### src/rtl/emmc_bridge_pkg.sv
// emmc_bridge_pkg
// Shared definitions for the eMMC SERDES bridge FIFO endpoints.
//   - WORD_W / PAR_W     : FIFO data word and parity widths
//   - BLOCK_WORDS_DEF    : default words per eMMC block (512 bytes)
//   - state_e            : drain-engine state encoding
//   - byte_parity()      : per-byte even-XOR parity in FIFO DOP bit order,
//                          used by both the write (generate) and read (check) sides
package emmc_bridge_pkg;

  localparam int WORD_W          = 32;
  localparam int PAR_W           = 4;
  localparam int BLOCK_WORDS_DEF = 128;

  typedef enum logic [1:0] {
    ST_IDLE = 2'd0,
    ST_XFER = 2'd1,
    ST_DONE = 2'd2
  } state_e;

  // DOP[3] covers byte 0 (bits 7:0) down to DOP[0] covering byte 3 (bits 31:24).
  function automatic logic [PAR_W-1:0] byte_parity(input logic [WORD_W-1:0] data);
    byte_parity = {^data[7:0], ^data[15:8], ^data[23:16], ^data[31:24]};
  endfunction

endpackage

### src/rtl/emmc_par_check.sv
// emmc_par_check
// Combinational parity checker for one FIFO word.
//   data_i     : 32-bit word as read from the FIFO
//   dop_i      : 4 parity bits stored alongside the word
//   mismatch_o : 1 when any byte's recomputed parity disagrees with dop_i
module emmc_par_check
  import emmc_bridge_pkg::*;
(
  input  logic [WORD_W-1:0] data_i,
  input  logic [PAR_W-1:0]  dop_i,
  output logic              mismatch_o
);

  assign mismatch_o = |(byte_parity(data_i) ^ dop_i);

endmodule

### src/rtl/emmc_fifo_reader.sv
// emmc_fifo_reader
// Drains the AXI->SD FWFT FIFO in the sd_clk domain, checks per-byte parity and
// presents the words as a registered valid/ready stream framed into blocks.
//   sd_clk, rstn         : clock, asynchronous active-low reset
//   start, num_blocks    : transfer request (sampled only in IDLE)
//   busy, done           : transfer in progress / one-cycle end pulse
//   fifo_data_i/dop_i    : FIFO read data and parity (FWFT)
//   fifo_empty_i         : FIFO empty flag
//   fifo_rd_en_o         : FIFO read enable (combinational)
//   out_data/valid/ready : output stream; out_last marks the last word of a block
//   out_perr             : parity mismatch on the current word
//   par_err, err_cnt     : sticky error flag and saturating error-word count
module emmc_fifo_reader
  import emmc_bridge_pkg::*;
#(
  parameter int BLOCK_WORDS = BLOCK_WORDS_DEF,
  parameter int CNT_W       = 16
) (
  input  logic              sd_clk,
  input  logic              rstn,
  input  logic              start,
  input  logic [CNT_W-1:0]  num_blocks,
  output logic              busy,
  output logic              done,
  input  logic [WORD_W-1:0] fifo_data_i,
  input  logic [PAR_W-1:0]  fifo_dop_i,
  input  logic              fifo_empty_i,
  output logic              fifo_rd_en_o,
  output logic [WORD_W-1:0] out_data,
  output logic              out_valid,
  input  logic              out_ready,
  output logic              out_last,
  output logic              out_perr,
  output logic              par_err,
  output logic [7:0]        err_cnt
);

  localparam int WC_W = (BLOCK_WORDS > 1) ? $clog2(BLOCK_WORDS) : 1;
  localparam int PR_W = CNT_W + WC_W;
  localparam logic [WC_W-1:0] LAST_IDX = WC_W'(BLOCK_WORDS - 1);

  state_e            state_q, state_d;
  logic              busy_q, busy_d;
  logic              done_q, done_d;
  logic [WORD_W-1:0] out_data_q, out_data_d;
  logic              out_valid_q, out_valid_d;
  logic              out_last_q, out_last_d;
  logic              out_perr_q, out_perr_d;
  logic              par_err_q, par_err_d;
  logic [7:0]        err_cnt_q, err_cnt_d;
  logic [WC_W-1:0]   word_cnt_q, word_cnt_d;   // accepted words within the block
  logic [CNT_W-1:0]  blk_cnt_q, blk_cnt_d;     // completed (accepted) blocks
  logic [CNT_W-1:0]  blk_rem_q, blk_rem_d;     // block count requested at start
  logic [PR_W-1:0]   pop_rem_q, pop_rem_d;     // words still to be popped
  logic [WC_W-1:0]   pop_idx_q, pop_idx_d;     // block position of the next popped word

  logic pop;
  logic accept;
  logic mismatch;

  emmc_par_check u_par_check (
    .data_i     (fifo_data_i),
    .dop_i      (fifo_dop_i),
    .mismatch_o (mismatch)
  );

  // The output register can take a new word when it is empty or being emptied
  // this cycle; pop_rem stops reads exactly at the requested word total.
  assign accept = out_valid_q & out_ready;
  assign pop    = (state_q == ST_XFER) & ~fifo_empty_i & (~out_valid_q | out_ready)
                & (pop_rem_q != '0);
  assign fifo_rd_en_o = pop;

  always_comb begin
    // NOTE: every signal gets its hold value first so no path leaves it unassigned (no latches).
    state_d     = state_q;
    out_data_d  = out_data_q;
    out_valid_d = out_valid_q;
    out_last_d  = out_last_q;
    out_perr_d  = out_perr_q;
    par_err_d   = par_err_q;
    err_cnt_d   = err_cnt_q;
    word_cnt_d  = word_cnt_q;
    blk_cnt_d   = blk_cnt_q;
    blk_rem_d   = blk_rem_q;
    pop_rem_d   = pop_rem_q;
    pop_idx_d   = pop_idx_q;

    case (state_q)
      ST_IDLE: begin
        if (start) begin
          par_err_d  = 1'b0;
          err_cnt_d  = '0;
          word_cnt_d = '0;
          blk_cnt_d  = '0;
          pop_idx_d  = '0;
          blk_rem_d  = num_blocks;
          pop_rem_d  = PR_W'(num_blocks) * PR_W'(BLOCK_WORDS);
          state_d    = (num_blocks == '0) ? ST_DONE : ST_XFER;
        end
      end

      ST_XFER: begin
        if (accept) begin
          out_valid_d = 1'b0;
          if (word_cnt_q == LAST_IDX) begin
            word_cnt_d = '0;
            blk_cnt_d  = blk_cnt_q + 1'b1;
          end else begin
            word_cnt_d = word_cnt_q + 1'b1;
          end
          if (out_last_q && (blk_cnt_q == blk_rem_q - 1'b1)) begin
            state_d = ST_DONE;
          end
        end
        // A pop in the same cycle as an accept overrides the clear above.
        if (pop) begin
          out_data_d  = fifo_data_i;
          out_valid_d = 1'b1;
          out_perr_d  = mismatch;
          out_last_d  = (pop_idx_q == LAST_IDX);
          pop_idx_d   = (pop_idx_q == LAST_IDX) ? '0 : pop_idx_q + 1'b1;
          pop_rem_d   = pop_rem_q - 1'b1;
          if (mismatch) begin
            par_err_d = 1'b1;
            if (err_cnt_q != 8'hFF) begin
              err_cnt_d = err_cnt_q + 8'd1;
            end
          end
        end
      end

      ST_DONE: state_d = ST_IDLE;

      default: state_d = ST_IDLE;
    endcase

    // busy/done are registered copies of the next state so they align with it.
    busy_d = (state_d == ST_XFER);
    done_d = (state_d == ST_DONE);
  end

  always_ff @(posedge sd_clk or negedge rstn) begin
    if (!rstn) begin
      state_q     <= ST_IDLE;
      busy_q      <= 1'b0;
      done_q      <= 1'b0;
      out_data_q  <= '0;
      out_valid_q <= 1'b0;
      out_last_q  <= 1'b0;
      out_perr_q  <= 1'b0;
      par_err_q   <= 1'b0;
      err_cnt_q   <= '0;
      word_cnt_q  <= '0;
      blk_cnt_q   <= '0;
      blk_rem_q   <= '0;
      pop_rem_q   <= '0;
      pop_idx_q   <= '0;
    end else begin
      // NOTE: non-blocking so every flop samples the pre-edge values of the others.
      state_q     <= state_d;
      busy_q      <= busy_d;
      done_q      <= done_d;
      out_data_q  <= out_data_d;
      out_valid_q <= out_valid_d;
      out_last_q  <= out_last_d;
      out_perr_q  <= out_perr_d;
      par_err_q   <= par_err_d;
      err_cnt_q   <= err_cnt_d;
      word_cnt_q  <= word_cnt_d;
      blk_cnt_q   <= blk_cnt_d;
      blk_rem_q   <= blk_rem_d;
      pop_rem_q   <= pop_rem_d;
      pop_idx_q   <= pop_idx_d;
    end
  end

  assign busy      = busy_q;
  assign done      = done_q;
  assign out_data  = out_data_q;
  assign out_valid = out_valid_q;
  assign out_last  = out_last_q;
  assign out_perr  = out_perr_q;
  assign par_err   = par_err_q;
  assign err_cnt   = err_cnt_q;

endmodule

### config.mk
export PLATFORM = sky130hd
export DESIGN_NAME = emmc_fifo_reader
export DESIGN_NICKNAME = d
export VERILOG_FILES = /design/src/rtl/emmc_bridge_pkg.sv /design/src/rtl/emmc_par_check.sv /design/src/rtl/emmc_fifo_reader.sv
export SDC_FILE = /design/constraint.sdc
export NUM_CORES = 1
export LEC_CHECK = 0
export CORE_MARGIN = 1
export CORE_UTILIZATION = 53
export DETAILED_ROUTE_END_ITERATION = 12
export HOLD_SLACK_MARGIN = 0.03
export MAX_ROUTING_LAYER = met4
export PLACE_DENSITY_LB_ADDON = 0.3
export SKIP_CTS_REPAIR_TIMING = 1
export SYNTH_ARGS = -nofsm -noshare
export SYNTH_HDL_FRONTEND = slang
export SYNTH_SLANG_ARGS = --single-unit
export TNS_END_PERCENT = 100
### constraint.sdc
create_clock -name sd_clk -period 6.4 [get_ports sd_clk]
set_clock_uncertainty 0.2 [all_clocks]
set_input_delay 0.96 -clock sd_clk [delete_from_list [all_inputs] [get_ports sd_clk]]
set_output_delay 0.96 -clock sd_clk [all_outputs]
set_load 0.005 [all_outputs]
* Yosys cells after proc, flatten, opt, wreduce, memory -nomap -nowiden
Index checks and enable logic that the tools add are counted.
Cells by class: mux-type cells 30, bitwise operators 8, eq/ne operators 13, reductions and logical operators 19, add/subtract/negate cells 6
Operator list (count):
- 16-bit two-way mux | 3
- 23-bit two-way mux | 2
- 23-bit case mux with 2 select lines | 1
- 7-bit two-way mux | 5
- 8-bit two-way mux | 4
- 16-bit case mux with 2 select lines | 1
- 8-bit parity | 4
- 7-bit case mux with 2 select lines | 2
- 23-bit nonzero test | 1
- 23-bit by 1-bit subtractor with 23-bit output, second input constant | 1
- 16-bit by 1-bit adder with 16-bit output, second input constant | 1
- 16-bit == test | 1
- 16-bit logical NOT | 1
- 8-bit case mux with 2 select lines | 1
- 16-bit by 1-bit subtractor with 16-bit output, second input constant | 1
- 7-bit by 1-bit adder with 7-bit output, second input constant | 2
- 7-bit == test, second input constant | 2
- 8-bit by 1-bit adder with 8-bit output, second input constant | 1
- 2-bit two-way mux | 4
- 2-bit != test, second input constant | 4
- 8-bit != test, second input constant | 1
- 4-bit AND reduction | 2
- 2-bit AND reduction | 3
- 3-bit AND reduction | 2
- other kinds (15) | 26
Storage, ports and cells: flip-flop bits (word level) 117, output and inout port bits 47, input port bits 57

* Longest topological paths before layout
Gate-level depths: netlist of run 1.
depth after elaboration 7, mapped depth 10, mapped depth without buffers 9

* Cells and area by module
From an unflattened synthesis of run 1, not the netlist that was laid out.
Unflattened totals: cells, all modules 701, area total of the unflattened synthesis 6217.2 µm²
By module, submodules not included:
- emmc_fifo_reader | area an instance 5910.7 µm², times used 1, cells an instance 672
- emmc_par_check | area an instance 306.5 µm², times used 1, cells an instance 29

* Worst setup path before layout of run 1
Ideal clock, no wire load.
kind input port to output port, start point input fifo_empty_i, end point output fifo_rd_en_o, cell stages on the path 5, arrival time 1.959 ns, buffers on the path 2, slack 3.281 ns, cells stage by stage nor3_1 -> nand2_1 -> inv_1 -> clkbuf_1 -> buf_1
On the way: word-level cells in the longest chain between the ends 4
Ends and longest elaborated chain:
- start, declared | line emmc_fifo_reader.sv:27 | input logic fifo_empty_i,
- 1-bit inverter | line emmc_fifo_reader.sv:70 | assign pop = (state_q == ST_XFER) & ~fifo_empty_i & (~out_valid_q | out_ready)
- 1-bit bitwise AND (2 in series) | line emmc_fifo_reader.sv:70
- 1-bit bitwise AND | line emmc_fifo_reader.sv:71 | & (pop_rem_q != '0);
- end, declared | line emmc_fifo_reader.sv:28 | output logic fifo_rd_en_o,
Every way passes these cells.

* Worst setup path in the final report of run 1
start point register pop_rem_q[11], end point output fifo_rd_en_o
On the way: word-level cells in the longest chain between the ends 2
Ends and longest elaborated chain:
- start, declared | line emmc_fifo_reader.sv:54 | logic [PR_W-1:0] pop_rem_q, pop_rem_d;
- start signal, assigned | line emmc_fifo_reader.sv:173 | pop_rem_q <= pop_rem_d;
- 23-bit nonzero test | line emmc_fifo_reader.sv:71
- 1-bit bitwise AND | line emmc_fifo_reader.sv:71
Every way passes these cells.

==> metrics.md, run 1 <==
| Metric | Value |
|---|---|
| Status | `complete, no violations` |
| Initial core utilization | `0.5472` |
| Antenna viol nets, final | `0` |
| Core area | `~12000 um^2` |
| Critical-path cell list | `or4_1 -> nor3b_2 -> nand4bb_1 -> nand2_1 -> buf_4 -> inv_1 -> clkdlybuf4s50_1` |
| CTS sink count | `about 120` |
| PwrDens | `230.1 nW/um^2` |
| CP Max Fanout | `between 40 and 50` |
| Met3 Usage GRT | `0.07490` |
| Peak VDD IR | `around 0.16 mV` |
| Global-route met2 utilization | `0.4419` |
| CP arrival | `between 3 and 4 ns` |
| Max cap viols | `0` |
| Skew-Pair Late Insertion Delay | `~0.42 ns` |
| Share of layout cells above drive strength 1 | `0.06530` |
| WL final | `around 16 mm` |
| GRT Total Usage | `0.2780` |
| Cell row count | `39` |
| Async SR Flop Fraction | `1.000` |
| Die width | `roughly 110 um` |
| Fmax | `between 0.2 and 0.25 GHz` |
| Top Usage Layer GRT | `met2` |
| DRC Markers | `0` |
| Diodes inserted | `0` |
| Setup tns final | `0 ns` |
| Period utilization | `0.6850` |
| Global-route wire length before repair | `26.14 mm` |
| Storage cell area | `approximately 3000 um^2` |
| Hold path cells | `2` |
| Worst hold path class | `flip-flop to flip-flop` |
| Slew headroom | `0.4004` |
| Total gr overflow | `0` |
| Multi-input gate area | `about 3200 um^2` |
| Post-Syn Area | `roughly 6300 um^2` |
| RSZ-0062 raised after global routing | `no` |
| Synthesized area per cell | `8.739 um^2` |
| Top FF cell, synth | `dfrtp_1` |
| DRT Pass-1 Iters | `7` |
| Hold WS | `about 0.27 ns` |
| Routed WL per cell | `between 15 and 20 um` |
| Finished Layout Cells | `970` |
| Seq/Total Area, Yosys | `0.4647` |
| H-tree depth | `4` |
| Net Count, Synth | `a little under 800` |
| Final setup viols | `0` |
| Vias in the first global route | `about 5500` |
| R2R cell count | `10` |
| Min cycle time layout | `~4.4 ns` |
| Final count of pins violating max slew | `0` |
| Placer Congestion | `just under 0.9` |
| Placed insts | `938` |
| IO Pins | `between 100 and 150` |
| CP required | `approximately 5.2 ns` |
| Die area | `12330 um^2` |
| Max incr delay on CP | `roughly 0.64 ns` |
| Actual slew at the worst max-slew pin | `approximately 0.89 ns` |
| Met1 usage | `0.3342` |
| Initial antenna violation count | `0` |
| Hold Vio Cnt, Final | `0` |
| Crit Path Class | `flip-flop to output port` |
| Synth warnings | `0` |
| Static Leak | `between 3 and 4 nW` |
| Vias per cell | `approximately 5.7` |
| Via count | `between 5000 and 6000` |
| Die H | `between 100 and 150 um` |
| Cell count after synthesis | `721` |
| Clock Path Buffers | `2` |
| Reg clk slew, reported paths | `around 0.05 ns` |
| Endpoint type of the worst setup path | `output port` |
| Crit path max-delay cell type | `or4_1` |
| Initial DRC count | `371` |
| Post-synth cell types | `59` |
| Port Buf Inserts | `103` |
| Final net count | `approximately 880` |
| CP Buf/Inv Count | `3` |
| HPWL after detailed placement | `approximately 11 mm` |
| Largest net degree at the start of global routing | `69` |
| Fillers | `898` |
| CP Depth | `7` |
| Layout area overhead | `27.12%` |
| Top delay family on crit path | `simple AND/OR/NAND/NOR gates` |
| Num CTS Buffers | `17` |
| EDFF count, synth | `0` |
| CTS tree | `yes` |
| Seq cells post-synth | `roughly 120` |
| Clock tree root buffer cell | `clkbuf_16` |
| Worst Setup Start Kind | `flip-flop` |
[Yosys cell counts (all sizes together), types with 5 or more instances]
cell,instances,area (um^2)
a21oi,23,118.9
and3,10,62.56
buf,15,101.3
clkbuf,21,80.07
dfrtp,117,2928
ha,6,75.07
inv,6,22.52
nand2,197,739.5
nand3,20,100.1
nand4,15,93.84
nor2,67,251.5
nor3,23,125.1
nor3b,5,42.54
nor4,16,115.1
o21ai,43,215.2
o2bb2ai,5,43.79
or3,5,31.28
xnor2,39,341.6
xnor3,5,112.6
xor2,26,227.7
[path summary, 6_finish.rpt]
check                           endpoint  slack (ns)     startpoint
min in group asynchronous  word_cnt_q[6]        0.38           rstn
min                         out_data[11]        0.27   out_data[11]
max in group asynchronous   out_data[14]        4.31           rstn
max reg2reg                 pop_rem_q[4]        3.06  pop_rem_q[11]
max                         fifo_rd_en_o        2.02  pop_rem_q[11]
min reg2reg                 out_data[11]        0.27   out_data[11]
[worst register-to-register path, delay by kind of cell (launching register included)]
family | cells | cell delay, ns
AND/OR/NAND/NOR | 6 | 1.57
buffers and inverters | 3 | 0.85
XOR/XNOR | 1 | 0.18
flip-flops | 1 | 0.40
[placed cells by master (no fill, tap or decap), types with 17 or more instances in the layout]
cell type,n
nand3_1,20
o21ai_0,43
nand2_1,197
nor3_1,21
nor2_1,67
a21oi_1,22
clkbuf_16,17
clkdlybuf4s50_1,102
dfrtp_1,117
xor2_1,26
xnor2_1,39
[per-stage QoR]
step | worst slack [ns] | instance area (um^2) | util | power, mW
finish | 2.016 | 8010 | 0.6956 | 1.843
global route | 1.831 | 8010 | 0.6956 | 1.895
CTS | 1.989 | 8010 | 0.6956 | 1.859
detailed placement | 2.361 | 7382 | 0.6410 | 0.8616
global placement | 2.459 | 7382 | 0.6410 | 0.8595
floorplan | 3.281 | 6301 | - | 0.7945
[registers in the layout, indices dropped and copies added (netlist names)]
register and cells:
out_valid 1, state_q 2, pop_idx_q 7, blk_rem_q 16
busy 1, out_last 1, err_cnt 8, par_err 1
blk_cnt_q 16, done 1, word_cnt_q 7, out_data 32
out_perr 1, pop_rem_q 23
[where the power goes]
part | switching [mW] | internal (mW)
Clock | 0.342 | 0.654
Combinational | 0.0480 | 0.0592
Sequential | 0 | 0.740
Total | 0.389 | 1.45
[per-layer routing]
layer  part of all wire  routed length, um
met5                  0                  0
met4              0.030                469
met3              0.065               1012
met2               0.48               7451
met1               0.43               6623
[area by class of cell]
class                           instances  share of cell area
Tap cell                              143             0.02234
Sequential cell                       117              0.3655
Inverter                                6            0.002812
Clock inverter                         11             0.01843
Multi-Input combinational cell        562              0.3960
Clock buffer                           21             0.05998
Timing Repair Buffer                  110              0.1350
[kinds of logic (layout without fill, tap and decap cells)]
group | count (synthesis) | after routing | share of synthesized area
compound gates | 109 | 109 | 0.1112
buf+inv | 42 | 148 | 0.03236
xor+xnor | 70 | 70 | 0.1082
mux | 2 | 2 | 0.003177
fa+ha+maj | 6 | 6 | 0.01191
flops | 117 | 117 | 0.4647
simple gates | 375 | 375 | 0.2685
(Power assumes the default switching activity.)
==> run 2: changes to the inputs <==
clock period = 4.4 ns   (was 6.4 ns; I/O delays follow)
==> metrics.md, run 2 (synthesized netlist as in run 1, its figures left out) <==
| Metric | Value |
|---|---|
| Actual slew at the worst max-slew pin | `0.8485 ns` |
| Die area | `12330 um^2` |
| Fillers | `approximately 870` |
| Core area | `11520 um^2` |
| Worst hold path class | `input port to asynchronous set/reset pin` |
| CP arrival | `between 2 and 3 ns` |
| Layout area overhead | `27.48%` |
| Die width | `111.0 um` |
| Via count | `5625` |
| CTS sink count | `approximately 120` |
| Max cap viols | `0` |
| Largest net degree at the start of global routing | `between 60 and 70` |
| Final net count | `880` |
| Hold WS | `~0.14 ns` |
| Diodes inserted | `0` |
| Max reg flops | `32` |
| Static Leak | `3.811 nW` |
| IO Pins | `around 100` |
| Antenna viol nets, final | `0` |
| PwrDens | `between 300 and 400 nW/um^2` |
| Final setup viols | `0` |
| Total gr overflow | `0` |
| Hold Vio Cnt, Final | `0` |
| CP Max Fanout | `7` |
| Commonest non-fill, non-tap cell in the layout | `nand2_1` |
| Die H | `between 100 and 150 um` |
| Max incr delay on CP | `approximately 0.60 ns` |
| Final count of pins violating max slew | `0` |
| Num CTS Buffers | `17` |
| DRT Pass-1 Iters | `5` |
| Port Buf Inserts | `a little over 100` |
| Placed insts | `roughly 940` |
| DRC Markers | `0` |
| WL final | `approximately 16 mm` |
| Period utilization | `0.8001` |
| Global-route wire length before repair | `between 20 and 30 mm` |
| Peak VDD IR | `0.2202 mV` |
| Initial DRC count | `477` |
| RSZ-0062 raised after global routing | `no` |
| Setup tns final | `0 ns` |
| Critical R2R Launch | `blk_rem_q[0]` |
| Post-place setup slack | `approximately 0.91 ns` |
| R2R Setup Slk | `between 1 and 1.5 ns` |
| Vias per cell | `5.781` |
| Finished Layout Cells | `973` |
| Critical-path cell list | `or4_1 -> nor3b_2 -> nand4bb_1 -> nand2_1 -> inv_1 -> clkdlybuf4s50_1` |
| Worst R2R End | `state_q[0]` |
| GRT Total Usage | `0.2823` |
| Placer Congestion | `0.8834` |
| Crit path max-delay cell type | `or4_1` |
| Status | `complete, no violations` |
| Initial core utilization | `0.5472` |
| Routed WL per cell | `between 15 and 20 um` |
| Share of layout cells above drive strength 1 | `0.06867` |
| Clock Path Buffers | `2` |
| Cell row count | `39` |
| CTS tree | `yes` |
| CP required | `about 3.5 ns` |
| Vias in the first global route | `approximately 5700` |
| Worst Setup Start Kind | `flip-flop` |
| CP Buf/Inv Count | `2` |
| Clock tree root buffer cell | `clkbuf_16` |
| Endpoint type of the worst setup path | `output port` |
| Post-route core utilization | `0.6975` |
| Crit Path Class | `flip-flop to output port` |
| Fmax | `roughly 0.28 GHz` |
| Top delay family on crit path | `simple AND/OR/NAND/NOR gates` |
| Most frequent cells in the layout | `nand2_1 (197), dfrtp_1 (117), clkdlybuf4s50_1 (102)` |
| Reg clk slew, reported paths | `approximately 0.05 ns` |
| H-tree depth | `4` |
| HPWL after detailed placement | `10.91 mm` |
| R2R cell count | `9` |
| Slew headroom | `0.4344` |
| Min cycle time layout | `around 3.5 ns` |
| Final setup margin | `about 0.88 ns` |
| Skew-Pair Late Insertion Delay | `about 0.42 ns` |
| Initial antenna violation count | `0` |
==> run 2: changes by cell type in the layout (fill, tap and decap cells not counted), sizes merged <==
cell  before  now
buf        8   11
==> run 2: worst max-delay path by stage <==
stage	start	to	cells past startpoint
2_1_floorplan	pop_rem_q[11]	fifo_rd_en_o	7
3_3_place_gp	fifo_data_i[26]	err_cnt[6]	9
3_5_place_dp	fifo_data_i[26]	err_cnt[6]	9
4_1_cts	pop_rem_q[11]	fifo_rd_en_o	6
5_1_grt	pop_rem_q[9]	fifo_rd_en_o	6
6_report	pop_rem_q[9]	fifo_rd_en_o	6
==> run 2: worst register-to-register path: stages (launching register included) <==
cell	delay (ns)
dfrtp_1	0.43
inv_1	0.10
ha_1	0.25
or4b_1	0.66
a211o_2	0.34
a21o_1	0.17
o21ai_0	0.07
nand4_1	0.14
a311oi_2	0.41
o21ai_0	0.21
==> run 2: routing by layer <==
| layer | part of all wire | up-vias | global-route usage |
|---|---|---|---|
| li1 | - | 2659 | - |
| met1 | 0.42 | 2729 | 0.3501 |
| met2 | 0.49 | 214 | 0.4432 |
| met3 | 0.070 | 23 | 0.07818 |
| met4 | 0.020 | 0 | 0.1045 |
| met5 | 0 | - | - |
==> run 2: stage by stage <==
stage	total power [mW]	instance area (um^2)
2_1_floorplan	1.156	6301
6_report	2.694	8033
4_1_cts	2.701	8033
3_5_place_dp	1.257	7405
5_1_grt	2.775	8033
3_3_place_gp	1.254	7405
==> run 2: power breakdown <==
| part | switching (mW) | internal, mW | total [mW] |
|---|---|---|---|
| Sequential | 0 | 1.08 | 1.08 |
| Clock | 0.501 | 0.951 | 1.45 |
| Combinational | 0.0757 | 0.0894 | 0.165 |
==> run 2: final cells by class <==
cell class | count | area (um^2) | area share
clock inverter | 11 | 147.6 | 0.01838
sequential | 117 | 2928 | 0.3645
timing repair buffer | 113 | 1104 | 0.1374
multi-input combinational | 562 | 3172 | 0.3949
clock buffer | 21 | 480.5 | 0.05981
tap | 143 | 178.9 | 0.02227
inverter | 6 | 22.52 | 0.002804
